[src/rtl/fetch_stage_pkg.sv]
// rtl/fetch_stage_pkg.sv - shared opcode/field-width definitions and fetch FSM states
package fetch_stage_pkg;

   localparam int DEF_ADDR_W  = 8;
   localparam int DEF_INSTR_W = 8;
   localparam int OPC_W       = 3;

   // Opcodes understood by decode; encodings 5..7 are unassigned
   typedef enum logic [OPC_W-1:0] {
      ADD  = 3'd0,
      NAND = 3'd1,
      SHFT = 3'd2,
      INIT = 3'd3,
      STOR = 3'd4
   } opcode_e;

   typedef enum logic [1:0] {
      IDLE = 2'd0,
      REQ  = 2'd1,
      HOLD = 2'd2
   } fetch_state_e;

   function automatic logic is_legal_opcode(input logic [OPC_W-1:0] op);
      logic legal;
      case (op)
         ADD, NAND, SHFT, INIT, STOR: legal = 1'b1;
         default:                     legal = 1'b0;
      endcase
      return legal;
   endfunction

endpackage

[src/rtl/fetch_stage.sv]
// rtl/fetch_stage.sv - PC owner, one-outstanding imem fetch, IR handoff to decode (optional FETCH_ILLEGAL_TRAP_EN)
module fetch_stage
   import fetch_stage_pkg::*;
#(
   parameter int ADDR_W   = DEF_ADDR_W,
   parameter int INSTR_W  = DEF_INSTR_W,
   parameter int OPCODE_W = OPC_W
) (
   input  logic                        clk,
   input  logic                        rst_n,
   input  logic                        run,
   input  logic                        pc_load,
   input  logic [ADDR_W-1:0]           pc_load_val,
   output logic                        imem_req,
   output logic [ADDR_W-1:0]           imem_addr,
   input  logic                        imem_ack,
   input  logic [INSTR_W-1:0]          imem_rdata,
   output logic                        instr_valid,
   input  logic                        instr_ready,
   output opcode_e                     opcode,
   output logic [INSTR_W-OPCODE_W-1:0] operand,
   output logic [ADDR_W-1:0]           instr_pc,
   output logic                        busy
`ifdef FETCH_ILLEGAL_TRAP_EN
   ,
   output logic                        illegal
`endif
);

   fetch_state_e        state_q;
   fetch_state_e        state_d;
   logic [ADDR_W-1:0]   pc_q;
   logic [ADDR_W-1:0]   shadow_q;
   logic [ADDR_W-1:0]   instr_pc_q;
   logic [INSTR_W-1:0]  ir_q;
   logic                flush_pend_q;

   logic accept;
   logic discard;
   logic capture;
   logic transfer;
   logic trap;

   // A response arrives; it is thrown away if a redirect is pending or arrives with it
   assign accept   = (state_q == REQ) && imem_ack;
   assign discard  = accept && (flush_pend_q || pc_load);
   assign capture  = accept && !discard;
   assign transfer = (state_q == HOLD) && instr_ready;

`ifdef FETCH_ILLEGAL_TRAP_EN
   logic illegal_q;

   // Trap flag follows each captured word; only a PC load releases it
   always_ff @(posedge clk or negedge rst_n) begin
      if (!rst_n) begin
         illegal_q <= 1'b0;
      end else if (pc_load && (state_q != REQ)) begin
         illegal_q <= 1'b0;
      end else if (capture) begin
         illegal_q <= !is_legal_opcode(imem_rdata[INSTR_W-1 -: OPCODE_W]);
      end
   end

   assign trap    = illegal_q;
   assign illegal = illegal_q;
`else
   assign trap = 1'b0;
`endif

   // State register
   always_ff @(posedge clk or negedge rst_n) begin
      if (!rst_n) begin
         state_q <= IDLE;
      end else begin
         state_q <= state_d;
      end
   end

   // Next-state: a redirect from IDLE/HOLD restarts per run; a flushed ack idles one cycle
   always_comb begin
      state_d = state_q;
      case (state_q)
         IDLE: begin
            if (pc_load) begin
               state_d = run ? REQ : IDLE;
            end else if (run && !trap) begin
               state_d = REQ;
            end
         end
         REQ: begin
            if (accept) begin
               state_d = discard ? IDLE : HOLD;
            end
         end
         HOLD: begin
            if (pc_load) begin
               state_d = run ? REQ : IDLE;
            end else if (transfer) begin
               state_d = (run && !trap) ? REQ : IDLE;
            end
         end
         default: state_d = IDLE;
      endcase
   end

   // Handshake outputs decoded straight from the state
   always_comb begin
      imem_req    = (state_q == REQ);
      instr_valid = (state_q == HOLD);
      busy        = (state_q != IDLE);
   end

   // PC, IR and redirect shadow; a load during REQ waits for the ack so the address stays stable
   always_ff @(posedge clk or negedge rst_n) begin
      if (!rst_n) begin
         pc_q         <= '0;
         ir_q         <= '0;
         instr_pc_q   <= '0;
         shadow_q     <= '0;
         flush_pend_q <= 1'b0;
      end else begin
         if (capture) begin
            ir_q       <= imem_rdata;
            instr_pc_q <= pc_q;
            pc_q       <= pc_q + ADDR_W'(1);
         end else if (discard) begin
            pc_q <= pc_load ? pc_load_val : shadow_q;
         end else if (pc_load && (state_q != REQ)) begin
            pc_q <= pc_load_val;
         end

         if (accept) begin
            flush_pend_q <= 1'b0;
         end else if ((state_q == REQ) && pc_load) begin
            flush_pend_q <= 1'b1;
            shadow_q     <= pc_load_val;
         end
      end
   end

   assign imem_addr = pc_q;
   assign instr_pc  = instr_pc_q;
   assign opcode    = opcode_e'(ir_q[INSTR_W-1 -: OPCODE_W]);
   assign operand   = ir_q[INSTR_W-OPCODE_W-1:0];

endmodule
[config.mk]
export PLATFORM = sky130hd
export DESIGN_NAME = fetch_stage
export DESIGN_NICKNAME = d
export VERILOG_FILES = /design/src/rtl/fetch_stage_pkg.sv /design/src/rtl/fetch_stage.sv
export SDC_FILE = /design/constraint.sdc
export NUM_CORES = 1
export LEC_CHECK = 0
export CAP_MARGIN = 15
export CORE_MARGIN = 3
export CORE_UTILIZATION = 50
export DETAILED_ROUTE_END_ITERATION = 12
export DONT_BUFFER_PORTS = 1
export GPL_TIMING_DRIVEN = 1
export SETUP_SLACK_MARGIN = 0.5
export SKIP_LAST_GASP = 1
export SYNTH_ARGS = -nofsm -noshare
export SYNTH_HDL_FRONTEND = slang
export SYNTH_SLANG_ARGS = --single-unit
[constraint.sdc]
create_clock -name clk -period 3.27 [get_ports clk]
set_input_delay 0.4905 -clock clk [delete_from_list [all_inputs] [get_ports clk]]
set_output_delay 0.4905 -clock clk [all_outputs]
set_load 0.01 [all_outputs]
# Yosys cells after proc, flatten, opt, wreduce, memory -nomap -nowiden
# Cells that the tools add are included.
[totals]
out_inout_bits = 27
in_bits = 22
word_cells = 42
ff_bits = 35
[op_classes]
reduce_logical = 14
addsub = 1
n_mux = 14
bitwise_logic = 1
n_eq_ne = 6
[ops]
columns = ["operator", "n"]
rows = [
  ["two-way mux 8 bit", 4],
  ["two-way mux 2 bit", 6],
  ["adder 8 x 1 -> 8 bit, second input constant", 1],
  ["logical AND 1 bit", 6],
  ["case mux 2 bit (3 select lines)", 1],
  ["!= test 2 x 1 -> 1 bit, second input constant", 2],
  ["nonzero test 2 bit", 2],
  ["two-way mux 1 bit", 3],
  ["!= test 3 x 2 -> 1 bit, second input constant", 1],
  ["!= test 3 bit, second input constant", 1],
  ["AND reduction 3 bit", 1],
  ["nonzero test 3 bit", 1],
  ["equality test 2 x 1 -> 1 bit, second input constant", 1],
  ["equality test 2 bit, second input constant", 1],
  ["zero test 2 bit", 1],
  ["AND reduction 2 bit", 1],
  ["zero test 1 bit", 1],
  ["logical OR 1 bit", 1],
  ["NOT 1 bit", 1],
]

# Depth between registers and ports, before layout
[depth]
depth_word = 6
depth_mapped = 6
mapped_depth_nobuf = 5

# Worst setup path before layout
# No wires, ideal clock.
[synth_path]
path_kind = "input port to flip-flop"
startpoint = "input pc_load"
endpoint = "register ir_q[7]"
path_stages = 5
t_arrival_ns = 1.466
t_required_ns = 3.145
path_buffers = 2
setup_ns = 0.125
slack_ns = 1.680
path_cell_list = "nand4bb_1 > buf_6 > nor2_2 > buf_2 > mux2_2"
[synth_between]
elab_chain_len = 4
[synth_rtl]
columns = ["item", "line_no", "rtl"]
rows = [
  ["from (decl)", "fetch_stage.sv:12", "input logic pc_load,"],
  ["logical OR 1 bit", "fetch_stage.sv:46", "assign discard = accept && (flush_pend_q || pc_load);"],
  ["logical AND 1 bit", "fetch_stage.sv:46", ""],
  ["zero test 1 bit", "fetch_stage.sv:47", "assign capture = accept && !discard;"],
  ["logical AND 1 bit", "fetch_stage.sv:47", ""],
  ["to (signal assigned)", "fetch_stage.sv:123", "ir_q <= imem_rdata;"],
  ["to (decl)", "fetch_stage.sv:35", "logic [INSTR_W-1:0] ir_q;"],
]
# No other way between the ends.
# A chain may end at the register's enable or synchronous reset.

# Worst setup path in the final report
[layout_path]
startpoint = "register state_q[0]"
endpoint = "register pc_q[7], in the netlist imem_addr[7]"
[layout_between]
elab_chain_len = 6
word_cells_on_any_way = 10
classes_between = "eq/ne (2); mux (2); reduce/logical (6)"
[layout_rtl]
columns = ["item", "line_no", "rtl"]
rows = [
  ["from (decl)", "fetch_stage.sv:30", "fetch_state_e state_q;"],
  ["from (signal assigned)", "fetch_stage.sv:75", "state_q <= state_d;"],
  ["equality test 2 x 1 -> 1 bit *", "n/a", ""],
  ["via imem_req", "fetch_stage.sv:14", "output logic imem_req,"],
  ["logical AND 1 bit *", "fetch_stage.sv:45", "assign accept = (state_q == REQ) && imem_ack;"],
  ["logical AND 1 bit", "fetch_stage.sv:46", ""],
  ["zero test 1 bit", "fetch_stage.sv:47", ""],
  ["logical AND 1 bit", "fetch_stage.sv:47", ""],
  ["nonzero test 3 bit (no line) / two-way mux 8 bit (equally long branches)", "n/a", ""],
  ["to (signal assigned)", "fetch_stage.sv:125", "pc_q <= pc_q + ADDR_W'(1);"],
  ["to (signal assigned)", "fetch_stage.sv:127", "pc_q <= pc_load ? pc_load_val : shadow_q;"],
  ["to (signal assigned)", "fetch_stage.sv:129", "pc_q <= pc_load_val;"],
  ["to (decl)", "fetch_stage.sv:32", "logic [ADDR_W-1:0] pc_q;"],
]
# The timed path passes the listed nets; every way through them passes the cells marked *.

==> metrics.cfg <==
[drt]
viasPerCell=5.82
drcViolationCount=0
num_vias=1077
wl_um=3220
first_iter_violations=42
wl_per_cell_um=17.4
first_pass_iters=4
ant_nets=0

[sta]
max_freq_mhz=450
slew_headroom_pct=46.9
tightest_slew_ns=0.782
fin_tns_setup_ns=0
report.final.slew_viol_count=0
min_period_ns=2.22
final-setup-viol-count=0
finClkSkew_ns=0.00889
hold_viol=0
rsz0062_at_grt=no
period_share_pct=67.9

[die]
dieArea_um2=3980
io_pins=49
core_area_um2=3080
row_count=20
die_h_um=63.1
start_util_pct=52.9
die_w_um=63.1

[worst_setup_path]
r2r_setup_slack_ns=1.05
worst-setup-path-type=flop to flop
worstPathRequired_ns=3.49
cp_slowest_cell=mux2i_2
crit_fanout=16
path_delay_family=multiplexers
cp-end-kind=flop
path_cells=nor2b_1 -> mux2i_2 -> a21oi_1 -> a221o_1
path_buf_inv=0
arrival_ns=2.44
cp-start-kind=flop
slowest_delay_ns=0.75

[logic_synthesis]
synth.distinct_cells=34
syn-cell-area_um2=1630
syn_area_per_cell_um2=11.8
yosys.area.top_type_share_pct=53.8
synth_fp_nets=161
synthAdderAreaFrac_pct=0.769
synthSimpleGateAreaFrac_pct=10.4
ys_top_cells_by_area=dfrtp_1, mux2_2, o21ai_0
synthArstFlopShare_pct=100
synth_top_family_by_area=multiplexers
synth_seq_area_share_pct=53.8
ys_seq_elements=35
synth_xor_area_share_pct=0
synth_compound_area_share_pct=12.9
synth_edf_count=0
synthMuxAreaShare_pct=18.1
yosysTopAreaCell=dfrtp_1
synth_ff_type=dfrtp_1
yosysWarnings=0
syn_inst=138

[cts]
clock_latency_ns=0.33
cts_resized=0
cts_root_buffer=clkbuf_4
cts_inserted_buffers=5
clk_pin_slew_worst_paths_ns=0.10
cts_tree=done
h-tree-depth=2
cts.sinks=35
cts_max_path_buffers=2

[global_route]
track_usage_pct=17.0
grt_first_pass_wirelength_um=5170
overflow=0
grt_pass1_vias=1108
grt_max_degree=36
antenna_found_initial=0

[final_layout]
stdcell_count=185
nets=164
nFillCells=288
mostFrequentLayoutCell=dfrtp_1
final_cell_mix=dfrtp_1, mux2_2, o21ai_0
fin_util_pct=56.1
syn2layout_area_growth_pct=6.00
diodes=0
drive_above_1_share_pct=27.0
final_area_um2=1730

[worst_hold_path]
hold_path.class=input pin to flop

[job]
max-cap-violations=0

[pwr]
ir_drop_mv=0.312
p_leak_uw=0.000740
power_density_nw_per_um2=783
finalPower_uw=1350

[placement]
portBuffers=0
dp.cells=176
dpl_cell_area_um2=1640
place_hpwl_um=2190
gp_congestion=0.764

[outcome]
outcome=complete, no violations

[registers in the layout, summed over array words and instances (netlist names)]
register / cells
imem_addr: 8
instr_pc: 8
ir_q: 8
shadow_q: 8
state_q: 2
flush_pend_q: 1
[logic make-up (layout without fill, tap and decap cells)]
family / count (synthesis) / count (layout)
AOI/OAI and AO/OA: 33 / 33
and+or+nand+nor: 32 / 32
muxes: 26 / 26
DFF: 35 / 35
buffers and inverters: 11 / 14
adders and majority gates: 1 / 1
[layout make-up]
| class | count | area [µm²] | share of cell area (%) |
|---|---|---|---|
| Tap cell | 44 | 55.1 | 3.19 |
| Clock inverter | 1 | 5.00 | 0.290 |
| Inverter | 4 | 15.0 | 0.870 |
| Timing Repair Buffer | 3 | 37.5 | 2.18 |
| Clock buffer | 6 | 51.3 | 2.97 |
| Sequential cell | 35 | 876 | 50.8 |
| Multi-Input combinational cell | 92 | 686 | 39.7 |
[through the flow]
| step | setup slack (ns) | hold slack (ns) |
|---|---|---|
| 2_1_floorplan | 1.68 | 0.195 |
| 3_3_place_gp | 1.06 | 0.196 |
| 3_5_place_dp | 0.969 | 0.196 |
| 4_1_cts | 1.03 | 0.206 |
| 5_1_grt | 0.888 | 0.185 |
| 6_report | 1.05 | 0.220 |
[cells in the mapped netlist, types with 3 or more instances]
master and n:
nor2_1 7, nor3_1 3, a221o_1 3, nand2_1 6
a21oi_1 6, and3_1 3, dfrtp_1 35, nand3_1 5
inv_1 4, o21ai_0 13, mux2_2 24
[worst register-to-register path, cell delays in order (launching register included)]
cell and delay (ns):
dfrtp_1 0.44, nor2b_1 0.53, mux2i_2 0.75, a21oi_1 0.10, a221o_1 0.29
[where the power goes]
| group | internal (µW) | switching (µW) |
|---|---|---|
| Combinational | 169 | 113 |
| Clock | 99.6 | 139 |
| Sequential | 604 | 226 |
[routing by layer]
layer  GRT usage, %  share of wire (%)
met1           19.6                 43
met2           27.3                 48
met3           7.66                7.6
met4           7.16                1.5
met5              0                  0
[repair_timing]
item / in CTS / in global routing
buffers inserted: 0 / 0
hold buffers: 2 / 0
endpoints found under the hold margin: 35 / 0
[path summary, 6_finish.rpt]
| check | from | endpoint | depth (start not counted) |
|---|---|---|---|
| worst max-delay path | state_q[0] | imem_addr[7] | 4 |
| max in group asynchronous | rst_n | shadow_q[7] | 2 |
| worst min register to register | shadow_q[3] | shadow_q[3] | 1 |
| min in group asynchronous | rst_n | shadow_q[0] | 2 |
| worst max register to register | state_q[0] | imem_addr[7] | 4 |
| worst min-delay path | pc_load | state_q[1] | 1 |
No activity file was read; power rests on OpenSTA's default activity.
